[src/rtl/systolic_array_ctrl.sv]
// Job sequencer for the N_SIZE x N_SIZE output-stationary systolic multiplier.
// Optional watchdog on WAIT/CAPTURE (adds the err port) when SA_CTRL_TIMEOUT_EN is defined.
//
// state   | meaning
// IDLE    | accept operand row loads and start
// CLEAR   | one cycle with the array held in reset
// FEED    | stream column k of A and row k of B, k = 0..N_SIZE-1
// WAIT    | wait for the first result row from the array
// CAPTURE | collect result rows 0..N_SIZE-1 in arrival order
// DRAIN   | present result rows on the valid/ready stream
module systolic_array_ctrl #(
    parameter int DATAWIDTH = 16,
    parameter int N_SIZE    = 5,
    localparam int IW       = (N_SIZE > 1) ? $clog2(N_SIZE) : 1
) (
    input  logic                          clk,
    input  logic                          rst_n,
    input  logic                          load_en,
    input  logic                          load_sel,
    input  logic [IW-1:0]                 load_idx,
    input  logic [N_SIZE*DATAWIDTH-1:0]   load_data,
    input  logic                          start,
    output logic                          busy,
    output logic                          done,
`ifdef SA_CTRL_TIMEOUT_EN
    output logic                          err,
`endif
    output logic                          sa_rst_n,
    output logic                          sa_valid_in,
    output logic [N_SIZE*DATAWIDTH-1:0]   sa_a_out,
    output logic [N_SIZE*DATAWIDTH-1:0]   sa_b_out,
    input  logic                          sa_valid_out,
    input  logic [N_SIZE*2*DATAWIDTH-1:0] sa_c_in,
    output logic                          res_valid,
    input  logic                          res_ready,
    output logic [IW-1:0]                 res_row,
    output logic [N_SIZE*2*DATAWIDTH-1:0] res_data
);

    localparam int RW  = N_SIZE * DATAWIDTH;
    localparam int CRW = N_SIZE * 2 * DATAWIDTH;
    localparam logic [IW-1:0] LAST = IW'(N_SIZE - 1);

    typedef enum logic [2:0] {S_IDLE, S_CLEAR, S_FEED, S_WAIT, S_CAPTURE, S_DRAIN} state_t;

    state_t           state_q, state_d;
    logic [IW-1:0]    k_q, k_d, r_q, r_d, row_q, row_d;
    logic             clear_q, clear_d, busy_q, busy_d, done_q, done_d;
    logic             vin_q, vin_d, rv_q, rv_d;
    logic [RW-1:0]    a_out_q, a_out_d, b_out_q, b_out_d;
    logic [CRW-1:0]   data_q, data_d;
    logic [RW-1:0]    a_buf_q [N_SIZE];
    logic [RW-1:0]    b_buf_q [N_SIZE];
    logic [CRW-1:0]   c_buf_q [N_SIZE];
    logic             load_we, cap_we;
    logic [IW-1:0]    k_sel, row_nxt;
    logic [RW-1:0]    op_a;

`ifdef SA_CTRL_TIMEOUT_EN
    localparam int WDW = $clog2(4 * N_SIZE);
    logic [WDW-1:0]   wd_q, wd_d;
    logic             err_q, err_d;
`endif

    // Operands for the cycle after this edge: k=0 when leaving CLEAR, k_q+1 inside FEED.
    assign k_sel = (state_q == S_FEED && k_q != LAST) ? k_q + 1'b1 : '0;

    always_comb begin
        op_a = '0;
        for (int i = 0; i < N_SIZE; i++)
            op_a[i*DATAWIDTH +: DATAWIDTH] = a_buf_q[i][int'(k_sel)*DATAWIDTH +: DATAWIDTH];
    end

    always_comb begin
        state_d = state_q;
        k_d     = k_q;
        r_d     = r_q;
        row_d   = row_q;
        clear_d = 1'b0;
        done_d  = 1'b0;
        vin_d   = 1'b0;
        a_out_d = '0;
        b_out_d = '0;
        rv_d    = rv_q;
        data_d  = data_q;
        load_we = 1'b0;
        cap_we  = 1'b0;
        row_nxt = row_q + 1'b1;
`ifdef SA_CTRL_TIMEOUT_EN
        wd_d    = wd_q;
        err_d   = err_q;
`endif
        case (state_q)
            S_IDLE: begin
                load_we = load_en && (int'(load_idx) < N_SIZE);
                if (start) begin
                    state_d = S_CLEAR;
                    clear_d = 1'b1;
`ifdef SA_CTRL_TIMEOUT_EN
                    err_d   = 1'b0;
`endif
                end
            end
            S_CLEAR: begin
                state_d = S_FEED;
                k_d     = '0;
                vin_d   = 1'b1;
                a_out_d = op_a;
                b_out_d = b_buf_q[k_sel];
            end
            S_FEED: begin
                if (k_q == LAST) begin
                    state_d = S_WAIT;
                    r_d     = '0;
`ifdef SA_CTRL_TIMEOUT_EN
                    wd_d    = WDW'(4 * N_SIZE - 1);
`endif
                end else begin
                    k_d     = k_sel;
                    vin_d   = 1'b1;
                    a_out_d = op_a;
                    b_out_d = b_buf_q[k_sel];
                end
            end
            S_WAIT, S_CAPTURE: begin
                // The first valid row is taken in WAIT so a back-to-back burst loses nothing.
                if (sa_valid_out) begin
                    cap_we  = 1'b1;
                    state_d = S_CAPTURE;
                    if (r_q == LAST) begin
                        state_d = S_DRAIN;
                        rv_d    = 1'b1;
                        row_d   = '0;
                        data_d  = (LAST == '0) ? sa_c_in : c_buf_q[0];
                    end else begin
                        r_d = r_q + 1'b1;
                    end
                end
`ifdef SA_CTRL_TIMEOUT_EN
                if (state_d != S_DRAIN) begin
                    if (wd_q == '0) begin
                        state_d = S_IDLE;
                        err_d   = 1'b1;
                    end else begin
                        wd_d = wd_q - 1'b1;
                    end
                end
`endif
            end
            S_DRAIN: begin
                if (res_ready) begin
                    if (row_q == LAST) begin
                        state_d = S_IDLE;
                        rv_d    = 1'b0;
                        done_d  = 1'b1;
                        row_d   = '0;
                        data_d  = '0;
                    end else begin
                        row_d  = row_nxt;
                        data_d = c_buf_q[row_nxt];
                    end
                end
            end
            default: state_d = S_IDLE;
        endcase
        busy_d = (state_d != S_IDLE);
    end

    always_ff @(posedge clk or negedge rst_n) begin
        if (!rst_n) begin
            state_q <= S_IDLE;
            k_q     <= '0;
            r_q     <= '0;
            row_q   <= '0;
            clear_q <= 1'b0;
            busy_q  <= 1'b0;
            done_q  <= 1'b0;
            vin_q   <= 1'b0;
            rv_q    <= 1'b0;
            a_out_q <= '0;
            b_out_q <= '0;
            data_q  <= '0;
`ifdef SA_CTRL_TIMEOUT_EN
            wd_q    <= '0;
            err_q   <= 1'b0;
`endif
        end else begin
            state_q <= state_d;
            k_q     <= k_d;
            r_q     <= r_d;
            row_q   <= row_d;
            clear_q <= clear_d;
            busy_q  <= busy_d;
            done_q  <= done_d;
            vin_q   <= vin_d;
            rv_q    <= rv_d;
            a_out_q <= a_out_d;
            b_out_q <= b_out_d;
            data_q  <= data_d;
`ifdef SA_CTRL_TIMEOUT_EN
            wd_q    <= wd_d;
            err_q   <= err_d;
`endif
        end
    end

    always_ff @(posedge clk or negedge rst_n) begin
        if (!rst_n) begin
            for (int i = 0; i < N_SIZE; i++) begin
                a_buf_q[i] <= '0;
                b_buf_q[i] <= '0;
                c_buf_q[i] <= '0;
            end
        end else begin
            if (load_we && !load_sel) a_buf_q[load_idx] <= load_data;
            if (load_we && load_sel)  b_buf_q[load_idx] <= load_data;
            if (cap_we)               c_buf_q[r_q]      <= sa_c_in;
        end
    end

    assign sa_rst_n    = rst_n & ~clear_q;
    assign busy        = busy_q;
    assign done        = done_q;
    assign sa_valid_in = vin_q;
    assign sa_a_out    = a_out_q;
    assign sa_b_out    = b_out_q;
    assign res_valid   = rv_q;
    assign res_row     = row_q;
    assign res_data    = data_q;
`ifdef SA_CTRL_TIMEOUT_EN
    assign err         = err_q;
`endif

endmodule
[config.mk]
export PLATFORM = sky130hd
export DESIGN_NAME = systolic_array_ctrl
export DESIGN_NICKNAME = d
export VERILOG_FILES = /design/src/rtl/systolic_array_ctrl.sv
export SDC_FILE = /design/constraint.sdc
export NUM_CORES = 2
export LEC_CHECK = 0
export CAP_MARGIN = 20
export CORE_MARGIN = 2
export CORE_UTILIZATION = 42
export CTS_BUF_LIST = sky130_fd_sc_hd__clkbuf_16
export DETAILED_ROUTE_END_ITERATION = 8
export DONT_BUFFER_PORTS = 1
export GPL_TIMING_DRIVEN = 0
export SLEW_MARGIN = 20
export SYNTH_ARGS = -nofsm -noshare
export SYNTH_HDL_FRONTEND = slang
export SYNTH_SLANG_ARGS = --single-unit
[constraint.sdc]
create_clock -name clk -period 3.8 [get_ports clk]
set_clock_uncertainty 0.15 [all_clocks]
set_input_delay 0.76 -clock clk [delete_from_list [all_inputs] [get_ports clk]]
set_output_delay 0.76 -clock clk [all_outputs]
set_load 0.01 [all_outputs]
* After elaboration in Yosys (flattened, before gate mapping)
Index checks and enable logic that the tools add are counted.
Word-level totals: output and inout bits 328, input bits 250, register bits after elaboration 1937
Cells by class: reduce and logical (&&, ||, !) cells 17, bitwise gates (word level) 6, equal/unequal tests 16, multiplexer cells 56, add/sub/neg operators 3, $lt $le $gt $ge 7, shift-type cells 5
Operators by type and width (number):
- two-way mux 160 bit | 7
- bitwise mux 400 bit | 2
- bitwise mux 800 bit | 1
- binary-select mux 160 bit (select 3 bit) | 1
- demux 160 bit (select 3 bit) | 1
- two-way mux 80 bit | 5
- indexed part select 80 x 8 -> 16 bit | 5
- one-hot mux 160 bit (2 select lines) | 1
- one-hot mux 80 bit (2 select lines) | 2
- binary-select mux 80 bit (select 3 bit) | 1
- demux 80 bit (select 3 bit) | 1
- two-way mux 3 bit | 14
- one-hot mux 3 bit (2 select lines) | 3
- greater-or-equal comparator 4 bit, second input constant | 4
- inverter 3 -> 4 bit | 4
- equality test 3 bit, second input constant | 5
- one-hot mux 3 bit (5 select lines) | 1
- two-way mux 1 bit | 14
- inequality test 2 bit, second input constant | 6
- adder 3 x 1 -> 3 bit, second input constant | 3
- less-than comparator 4 x 1 -> 1 bit, second input constant | 2
- AND reduction 4 bit | 2
- equality test 3 x 2 -> 1 bit, second input constant | 2
- logical AND 1 bit | 6
- 14 further kinds | 17

* Logic depth before layout (Yosys ltp)
depth in word-level cells 9, depth in mapped cells 12, mapped depth without buffers 7

* Worst setup path after synthesis
Ideal clock, no wire load.
path kind reg-to-reg, start register k_q[0], end register b_out_q[52], in the netlist sa_b_out[52], setup time 0.143 ns, stages on the path, launching flop included 13, path buffers 6, slack 1.071 ns, required time 3.507 ns, arrival 2.436 ns, period minus slack after synthesis 2.729 ns, path through dfrtp_1 -> clkbuf_1 -> clkbuf_1 -> inv_1 -> ha_1 -> and2_1 -> buf_2 -> buf_2 -> clkbuf_1 -> buf_1 -> o31a_1 -> o21ai_0 -> a221oi_1
On the way: word-level cells in the longest chain between the ends 9
Ends and longest elaborated chain:
- start: declaration | line 47 | logic [IW-1:0] k_q, k_d, r_q, r_d, row_q, row_d;
- start signal: assignment | line 189 | k_q <= k_d;
- parallel branches: the longest is 8 deep, another holds adder 3 x 1 -> 3 bit
- one-hot mux 80 bit (2 select lines) * | line 93 | case (state_q)
- named net b_out_d[52] | line 50 | logic [RW-1:0] a_out_q, a_out_d, b_out_q, b_out_d;
- end signal: assignment | line 198 | b_out_q <= b_out_d;
- end: declaration | line 50
Mark *: on every way through the listed nets, which the timed path passes. The select of a mux whose other input is x is not followed. A chain may end at the register's enable or synchronous reset.

* Worst setup path in the final report
start register state_q[0], end register a_out_q[73], in the netlist sa_a_out[73]
On the way: word-level cells in the longest chain between the ends 6
Ends and longest elaborated chain:
- start: declaration | line 46 | state_t state_q, state_d;
- start signal: assignment | line 188 | state_q <= state_d;
- equality test 3 x 2 -> 1 bit | line 66, 93
- logical AND 1 bit | line 66 | assign k_sel = (state_q == S_FEED && k_q != LAST) ? k_q + 1'b1 : '0;
- two-way mux 3 bit | line 66
- indexed part select 80 x 8 -> 16 bit | line 71 | op_a[i*DATAWIDTH +: DATAWIDTH] = a_buf_q[i][int'(k_sel)*DATAWIDTH +: DATAWIDTH];
- two-way mux 80 bit | line 112 | if (k_q == LAST) begin
- one-hot mux 80 bit (2 select lines) * | line 93
- named net a_out_d[73] | line 50
- end signal: assignment | line 197 | a_out_q <= a_out_d;
- end: declaration | line 50
Mark *: on every way through the listed nets, which the timed path passes. The rest lies on a longest branch.

==> results.toml <==
[routing]
wl_um = 278000
num_vias = 56500
routed_via_density = 6.07
detail_route.wl_per_cell_um = 29.9
drc = 0
ant_nets = 0
first_iter_violations = 4924
first_pass_iters = 7

[grt]
grt_max_degree = 249
grt_pass1_wl_um = 405000
grt.overflow.total = 0
grt_pass1_vias = 58100
antenna_found_initial = 67
gr-usage-all-layers_pct = 26.8

[floorplanning]
dieArea_um2 = 205000
rows = 164
core_area_um2 = 200000
dieWidth_um = 453
die-height_um = 453
io_pins = 578
start_util_pct = 42.3

[critical_path]
cpPeakStageDelay_ns = 0.59
cp-end-kind = "flop"
crit_fanout = 10
crit_slowest_cell = "buf_2"
critPathKind = "flop to flop"
cp_cell_sequence = "nand2b_1 > buf_2 > buf_2 > buf_2 > clkbuf_1 > o31a_1 > o21ai_0 > a221oi_1"
critical_path_required_ns = 4.35
cp_data_arrival_time_ns = 4.25
critPathLaunchType = "flop"
crit_top_cell = "buf_2"

[synthesis]
yosysUniqueCellTypes = 58
syn_inst = 6060
async_flop_share_pct = 100
ys_seq_area_share_pct = 57.2
yosysWarnings = 0
synth_fp_nets = 6316
synth_area_leaders = "dfrtp_1 (57%), mux2_2 (16%), mux2_1 (5.4%), mux4_2 (4.2%), a222oi_1 (1.8%)"
synth_most_common_cell = "dfrtp_1"
yosys.area.top_type = "dfrtp_1"
syn_area_per_cell_um2 = 14.0
synthFlopType = "dfrtp_1"
yosys.area.top_type_share_pct = 57.2
syn_area_um2 = 84700
synth.top_cells.by_count = "dfrtp_1 (1937), mux2_2 (1194), mux2_1 (407), clkbuf_1 (342), nand2_1 (175)"
yosys_register_bits = 1937
synth-edff-count = 0

[timing]
tightest_slew_ns = 1.25
holdWs_ns = -0.242
rsz0062_at_grt = "no"
fmax_mhz = 270
maxSlewHeadroom_pct = 16.6
setup_violations = 0
final-hold-violation-count = 156
slew_viol_final = 0
fin_crit_sh_pct = 97.4
layout_min_cycle_time_ns = 3.70

[finish]
num-nets-final = 6713
fin_area_um2 = 97700
drive_above_1_share_pct = 30.3
fin_cells = 9316
finish.utilization_pct = 48.8
area_delta_synth_final_pct = 15.4

[clock_network]
cts_buffers = 205
cts_tree = "yes"
ctsHoldBuffers = 163
cts_max_level = 4
cts_root_buf = "clkbuf_16"
clk_latency_ns = 0.88
clkTransAtPathRegs_ns = 0.07
cts_sinks = 1937
clockBufferDepth = 3

[power_and_ir_drop]
power_frac_clock_pct = 23.9
p_switching_uw = 29700
p_leak_uw = 0.0431
p_total_uw = 83500
combPwrFrac_pct = 34.3
swShare_pct = 35.6
power.internal_uw = 53800
p_per_area_nw_per_um2 = 855
ir_drop_uv = 510
power_frac_seq_pct = 41.8

[placed_design]
place_inst = 8733
place_area_um2 = 88400
place.gp.congestion = 0.905
portBuffers = 0
hpwl_um = 192000

[outcome]
violations = "hold timing"
outcome = "complete, but fails checks"

[min_path]
hp-class = "input port to async pin"

[job]
cap_violations = 0
## cell families (layout without fill, tap and decap cells)
family | after synthesis | after routing | share of synthesized area [%]
compound gates | 994 | 994 | 9.07
xor+xnor | 1 | 1 | 0.0103
fa+ha+maj | 6 | 6 | 0.0887
buf+inv | 652 | 1221 | 3.23
flops | 1937 | 1937 | 57.2
mux | 1764 | 1764 | 25.6
other cells | 0 | 31 | 0
simple gates | 706 | 706 | 4.81
## power by group through the flow
| stage | registers (uW) | logic [uW] | clock network, uW |
|---|---|---|---|
| 3_3_place_gp | 34800 | 26200 | 0 |
| 4_1_cts | 34900 | 28500 | 20300 |
| 2_1_floorplan | 33100 | 19000 | 0 |
| 6_report | 35000 | 28600 | 20000 |
| 3_5_place_dp | 35200 | 27200 | 0 |
| 5_1_grt | 35900 | 30800 | 21100 |
## cell usage in the layout (no fill, tap or decap), types with 6 or more instances in the layout
master	Yosys	final
dfrtp_1	1937	1937
mux2_2	1194	1194
mux2_1	407	407
clkbuf_1	342	254
clkbuf_16	0	207
nand2_1	175	174
nor2b_1	166	166
o21ai_0	165	165
dlygate4sd3_1	0	163
or4_1	161	161
o311ai_0	160	160
o31a_1	159	159
mux4_2	158	158
nor3_1	157	157
a21oi_1	154	153
a222oi_1	149	149
buf_1	157	137
buf_2	101	111
a221oi_1	160	79
clkbuf_2	0	78
a221oi_2	0	70
clkinv_1	1	57
buf_4	44	55
inv_1	7	52
clkinv_2	0	32
diode_2	0	31
bufinv_16	0	20
a2bb2oi_1	18	18
buf_16	0	14
clkbuf_4	0	12
a221oi_4	0	11
a22oi_1	9	9
nor2_1	8	7
nand2b_1	6	6
ha_1	6	6
clkinv_16	0	6
## repair_timing
action,in CTS,in global routing
buffers inserted,5,0
resized for setup,169,54
endpoints found under the setup margin,323,102
hold endpoints to repair,961,156
pin swaps,12,2
cloned,0,1
## layer usage
layer	up-vias	routed length, um	global-route usage (%)
met3	646	17500	5.50
met5	-	283	0
met1	30000	110000	33.5
met4	46	17000	14.5
met2	1933	134000	43.8
li1	23900	-	-
## critical path, delay by kind of cell, from the launching register on
kind | cells | cell delay, ns
DFF | 1 | 0.36
and+or+nand+nor | 1 | 0.11
buffers and inverters | 4 | 1.94
AOI/OAI and AO/OA | 3 | 0.96
## through the flow
stage	TNS [ns]	setup slack, ns
floorplan	0	1.07
global placement	-294.56	-2.21
global route	0	0.0102
CTS	0	0.00571
finish	0	0.0994
detailed placement	-332.75	-1.67
## area by class of cell
| cell class | instances | area [um^2] |
|---|---|---|
| diodes | 31 | 77.6 |
| plain buffers | 642 | 2910 |
| clock buffers | 206 | 5150 |
| clock inverters | 173 | 1460 |
| fillers | 17500 | 102000 |
| inverters | 8 | 30.0 |
| multi-input cells | 3471 | 34100 |
| flip-flops and latches | 1937 | 48500 |
| well taps | 2656 | 3320 |
| repair buffers | 192 | 2160 |
## final timing paths
path / startpoint / end / slack [ns] / depth (start not counted)
max: state_q[0]$_DFF_PN0_ / sa_a_out[73]$_DFF_PN0_ / 0.1 / 8
min: rst_n / sa_b_out[19]$_DFF_PN0_ / -0.24 / 1
max reg2reg: state_q[0]$_DFF_PN0_ / sa_a_out[73]$_DFF_PN0_ / 0.1 / 8
min reg2reg: c_buf_q[260]$_DFFE_PN0P_ / c_buf_q[260]$_DFFE_PN0P_ / 0.33 / 1
max in group asynchronous: rst_n / b_buf_q[137]$_DFFE_PN0P_ / 0.67 / 5
min in group clk: sa_valid_out / state_q[0]$_DFF_PN0_ / 0.19 / 3
## flip-flops by register name (all words and copies together), names as in the netlist
name / count
clear_q: 1
sa_a_out: 80
res_valid: 1
state_q: 3
res_data: 160
c_buf_q: 800
sa_b_out: 80
done: 1
a_buf_q: 400
k_q: 3
b_buf_q: 400
busy: 1
r_q: 3
res_row: 3
sa_valid_in: 1
No activity file was read; power rests on OpenSTA's default activity.
